<file path="src/rtl/panda_alu_arbiter.sv">
// Round-robin arbiter that lets NumReq requesters share one combinational
// panda_alu. The ALU result is captured into a single response register,
// which is returned on a valid/ready handshake tagged with the requester index.
// The operator package and the ALU itself are kept in this file so the
// arbiter is self-contained.

package panda_alu_pkg;

  typedef enum logic [3:0] {
    ALU_ADD,
    ALU_SUB,
    ALU_AND,
    ALU_OR,
    ALU_XOR,
    ALU_SLL,
    ALU_SRL,
    ALU_SRA,
    ALU_SLT,
    ALU_SLTU
  } alu_operator_e;

endpackage


// Arbiter in front of a shared panda_alu.
module panda_alu_arbiter
  import panda_alu_pkg::*;
#(
  parameter int Width  = 32,
  parameter int NumReq = 2,
  parameter int IdW    = $clog2(NumReq)
) (
  input  logic                             clk_i,
  input  logic                             rst_i,
  input  logic          [NumReq-1:0]            req_valid_i,
  output logic          [NumReq-1:0]            req_ready_o,
  input  alu_operator_e [NumReq-1:0]            req_operator_i,
  input  logic          [NumReq-1:0][Width-1:0] req_operand_a_i,
  input  logic          [NumReq-1:0][Width-1:0] req_operand_b_i,
  output logic                             rsp_valid_o,
  input  logic                             rsp_ready_i,
  output logic          [IdW-1:0]          rsp_id_o,
  output logic          [Width-1:0]        rsp_result_o,
  output alu_operator_e                    alu_operator_o,
  output logic          [Width-1:0]        alu_operand_a_o,
  output logic          [Width-1:0]        alu_operand_b_o,
  input  logic          [Width-1:0]        alu_result_i
);

  typedef enum logic {
    EMPTY,
    FULL
  } state_e;

  state_e         state_q;
  logic [IdW-1:0] ptr_q;
  logic           can_issue;
  logic           grant_valid;
  logic [IdW-1:0] grant_idx;
  logic [IdW:0]   cand_sum;
  logic [IdW-1:0] cand;

  // A new op may start when the response register is empty or draining this cycle.
  // Reset blocks every request handshake in the reset cycle.
  assign can_issue = !rst_i && ((state_q == EMPTY) || rsp_ready_i);

  // Round-robin search: first valid requester at or above the pointer, wrapping.
  always_comb begin
    grant_valid = 1'b0;
    grant_idx   = '0;
    cand_sum    = '0;
    cand        = '0;
    if (can_issue) begin
      for (int unsigned k = 0; k < NumReq; k++) begin
        cand_sum = {1'b0, ptr_q} + (IdW+1)'(k);
        if (cand_sum >= (IdW+1)'(NumReq)) begin
          cand_sum = cand_sum - (IdW+1)'(NumReq);
        end
        cand = cand_sum[IdW-1:0];
        if (!grant_valid && req_valid_i[cand]) begin
          grant_valid = 1'b1;
          grant_idx   = cand;
        end
      end
    end
  end

  // One-hot ready on the granted requester.
  always_comb begin
    req_ready_o = '0;
    if (grant_valid) begin
      req_ready_o[grant_idx] = 1'b1;
    end
  end

  // Steer the granted requester's op to the ALU; idle bus is all zeros.
  always_comb begin
    alu_operator_o  = alu_operator_e'('0);
    alu_operand_a_o = '0;
    alu_operand_b_o = '0;
    if (grant_valid) begin
      alu_operator_o  = req_operator_i[grant_idx];
      alu_operand_a_o = req_operand_a_i[grant_idx];
      alu_operand_b_o = req_operand_b_i[grant_idx];
    end
  end

  // Response register FSM, round-robin pointer and result capture.
  always_ff @(posedge clk_i) begin
    if (rst_i) begin
      state_q      <= EMPTY;
      rsp_valid_o  <= 1'b0;
      rsp_id_o     <= '0;
      rsp_result_o <= '0;
      ptr_q        <= '0;
    end else begin
      if (grant_valid) begin
        rsp_id_o     <= grant_idx;
        rsp_result_o <= alu_result_i;
        if (grant_idx == IdW'(NumReq - 1)) begin
          ptr_q <= '0;
        end else begin
          ptr_q <= grant_idx + IdW'(1);
        end
      end
      case (state_q)
        EMPTY: begin
          if (grant_valid) begin
            state_q     <= FULL;
            rsp_valid_o <= 1'b1;
          end
        end
        FULL: begin
          if (rsp_ready_i && !grant_valid) begin
            state_q     <= EMPTY;
            rsp_valid_o <= 1'b0;
          end
        end
        default: begin
          state_q     <= EMPTY;
          rsp_valid_o <= 1'b0;
        end
      endcase
    end
  end

endmodule

</file>
<file path="config.mk">
export PLATFORM = sky130hd
export DESIGN_NAME = panda_alu_arbiter
export DESIGN_NICKNAME = d
export VERILOG_FILES = /design/src/rtl/panda_alu_arbiter.sv
export SDC_FILE = /design/constraint.sdc
export NUM_CORES = 1
export LEC_CHECK = 0
export CAP_MARGIN = 15
export CORE_AREA = 2 2 109 111
export CTS_BUF_LIST = sky130_fd_sc_hd__clkbuf_4
export DETAILED_ROUTE_END_ITERATION = 8
export DIE_AREA = 0 0 111 113
export SLEW_MARGIN = 20
export SYNTH_ARGS = -nofsm -noshare
export SYNTH_HDL_FRONTEND = slang
export SYNTH_SLANG_ARGS = --single-unit
export TNS_END_PERCENT = 30
</file>
<file path="constraint.sdc">
create_clock -name clk_i -period 2.2 [get_ports clk_i]
set_clock_uncertainty 0.05 [all_clocks]
set_input_delay 0.55 -clock clk_i [delete_from_list [all_inputs] [get_ports clk_i]]
set_output_delay 0.55 -clock clk_i [all_outputs]
set_load 0.005 [all_outputs]
</file>
==> results.yml <==
sta:
  fmax_ghz: 0.4165
  max_slew_margin_pct: 72.00
  whs_ns: 0.4348
  finalMaxSlewViolations: 0
  post-route-period-util_pct: 109.1
  setup_slack_ns: -0.2012
  setup_violations: 68
  rsz0062_at_grt: "yes"
  tightest_slew_ns: 0.4201
  min_period_ns: 2.401
  hold_viol: 0
placement:
  io_buffers: 276
  gp_congestion: 0.9189
  placed_cells: 658
  dpl.hpwl_um: 9803
  place_worst_setup_slack_ns: -0.8991
clocking:
  clkSinkCount: 36
  cts_tree: "done"
  cts_buffers: 5
  clkTransAtPathRegs_ns: 0.11
  cts_hold_buf: 0
  root_buffer: "clkbuf_4"
  cts.path.max_buffers: 2
  clk_latency_ns: 0.33
  cts.htree.levels: 2
setup_path:
  cp_max_fo: 6
  crit_arrival_ns: 1.80
  timing.rr.start: "state_q$_SDFF_PP0_"
  rrSetupSlack_ns: 0.74
  critical_path_class: "flip-flop to output pin"
  worstPathRequired_ns: 1.60
  r2r_cells: 5
  cp-end-kind: "output pin"
  critPathLaunchType: "flip-flop"
  r2r-end: "rsp_id_o$_SDFFE_PP0P_"
drt:
  dr.pass1.iters: 4
  drt_iter0_drc: 248
  post-route-drc-count: 0
  ant_nets: 0
  wl_met2_um: 6495
  wl_met3_um: 1012
  highest_layer: "met4"
  wl_um: 13030
  via_count: 3278
  vias_per_cell: 4.799
  drt-wirelength-per-cell_um: 19.08
  met1Wirelength_um: 5365
cells_and_area:
  seq_area_um2: 723.2
  multi_input_area_um2: 1289
  nFillCells: 1104
  drive_gt1_share_pct: 23.93
  nNetsFinal: 711
  syn_to_final_growth_pct: 144.2
  final_common_cell: "clkdlybuf4s50_1"
  final_cell_mix: "clkdlybuf4s50_1 (202), a22o_1 (68), buf_2 (63), a21oi_1 (34), dfxtp_1 (34)"
  final_cells: 683
logic_synthesis:
  syn_area_um2: 2147
  syn-num-nets: 422
  synth_top_cell_by_area: "dfxtp_1"
  synth.distinct_cells: 21
  ys_warn_count: 0
  synth-seq-cells: 36
  synth_cells: 249
  netlist.area_leader.share_pct: 33.57
  yosysSeqAreaShare_pct: 33.57
  avgSynthCellArea_um2: 8.623
  synthTopCellsByArea: "dfxtp_1 (34%), a22o_1 (28%), nand3b_1 (11%), a21oi_1 (7.9%), o21ai_0 (7.7%)"
floorplanning:
  die_h_um: 113
  rows: 39
  initial_core_util_pct: 19.05
  dieArea_um2: 12540
  die_w_um: 111
  io_pins: 277
  core_um2: 11270
min_path:
  hold_end: "rsp_valid_o$_SDFFE_PP0P_"
  holdPathStages: 1
  hold_path_startpoint: "rsp_valid_o$_SDFFE_PP0P_"
  holdCritPathClass: "flip-flop to flip-flop"
power_and_ir_drop:
  p_leak_nw: 2.191
  irDropWorstVdd_uv: 286.7
  total_power_mw: 1.983
  p_per_area_nw_per_um2: 378.3
outcome:
  outcome: "finished with violations"
  violations: "setup timing"
run:
  cap_violations: 0
global_route:
  grt_max_degree: 54
  track_usage_pct: 19.87
  grt.overflow.total: 0
  grt_pass1_vias: 3302
  grt_first_pass_wirelength_um: 19580
  grt_antenna_before_repair: 1
-- registers in the layout, indices dropped and copies added (netlist names) --
register	cells
rsp_id_o	1
rsp_valid_o	1
rsp_result_o	32
state_q	1
ptr_q	1
-- stage by stage --
stage	util [%]	TNS [ns]	instance area, um2
after floorplan	-	0	2147
after global placement	46.05	-58.17	5191
after detailed placement	46.05	-59.28	5191
after CTS	47.27	-16.38	5329
after global routing	46.51	-16.51	5243
final	46.51	-9.683	5243
-- cell type report --
class                      count  share of cell area, %
antenna                        1                0.04773
clock buffer                   7                  1.002
clock inverter                 1                0.07160
inverter                       2                 0.1432
multi-input combinational    178                  24.58
sequential                    36                  13.79
tap                          143                  3.413
timing repair buffer         315                  56.95
-- timing repair --
| action | in CTS | in global routing |
|---|---|---|
| buffers inserted | 11 | 2 |
| gates cloned | 7 | 0 |
| endpoints found under the hold margin | 0 | 0 |
| endpoints found under the setup margin | 70 | 70 |
| resized for setup | 298 | 14 |
| pin swaps | 14 | 20 |
-- cells in the mapped netlist --
library cell and instances:
a211oi_1 1, a21oi_1 34, a22o_1 68, a31o_2 1
a31oi_1 1, and2_1 1, buf_1 2, buf_2 15
buf_4 1, buf_6 1, clkbuf_1 14, dfxtp_1 36
inv_1 2, nand2b_1 1, nand3b_1 32, nor2_1 2
nor2b_2 1, nor4b_4 1, o2111a_1 1, o21a_1 1
o21ai_0 33
-- cell families (layout without fill, tap and decap cells) --
family	Yosys count	count (layout)	synth area share, %
compound gates	140	140	45.28
buf+inv	35	325	7.518
flops	36	36	33.57
other cells	0	1	0
simple gates	38	38	13.64
-- power by group --
| group | switching (mW) | leakage, nW | internal, mW |
|---|---|---|---|
| sequential | 0.0236 | 0.298 | 0.698 |
| clock | 0.217 | 0.0338 | 0.148 |
| combinational | 0.297 | 1.86 | 0.599 |
-- routing by layer --
layer | up-vias | GRT usage, %
met3 | 11 | 5.088
met5 | - | 0
li1 | 1549 | -
met2 | 160 | 35.17
met1 | 1558 | 24.79
met4 | 0 | 3.333
-- worst max-delay path, stage by stage (launching register included) --
cell,delay (ns)
dfxtp_2,0.34
nor2b_4,0.13
nor4b_4,0.26
buf_6,0.16
buf_12,0.12
buf_8,0.11
buf_12,0.10
a22o_1,0.12
buf_2,0.12
-- worst max-delay path by stage --
stage,startpoint,to,slack (ns),cells past startpoint
finish,state_q$_SDFF_PP0_,alu_operand_b_o[12],-0.20,8
global route,state_q$_SDFF_PP0_,alu_operand_b_o[15],-0.31,8
CTS,ptr_q$_SDFFE_PP0P_,alu_operand_b_o[9],-0.32,9
detailed placement,rsp_ready_i,alu_operand_a_o[16],-0.90,7
global placement,rsp_ready_i,alu_operand_a_o[16],-0.88,7
floorplan,rst_i,alu_operand_b_o[19],0.09,5
Power figures use the tool's default switching activity.
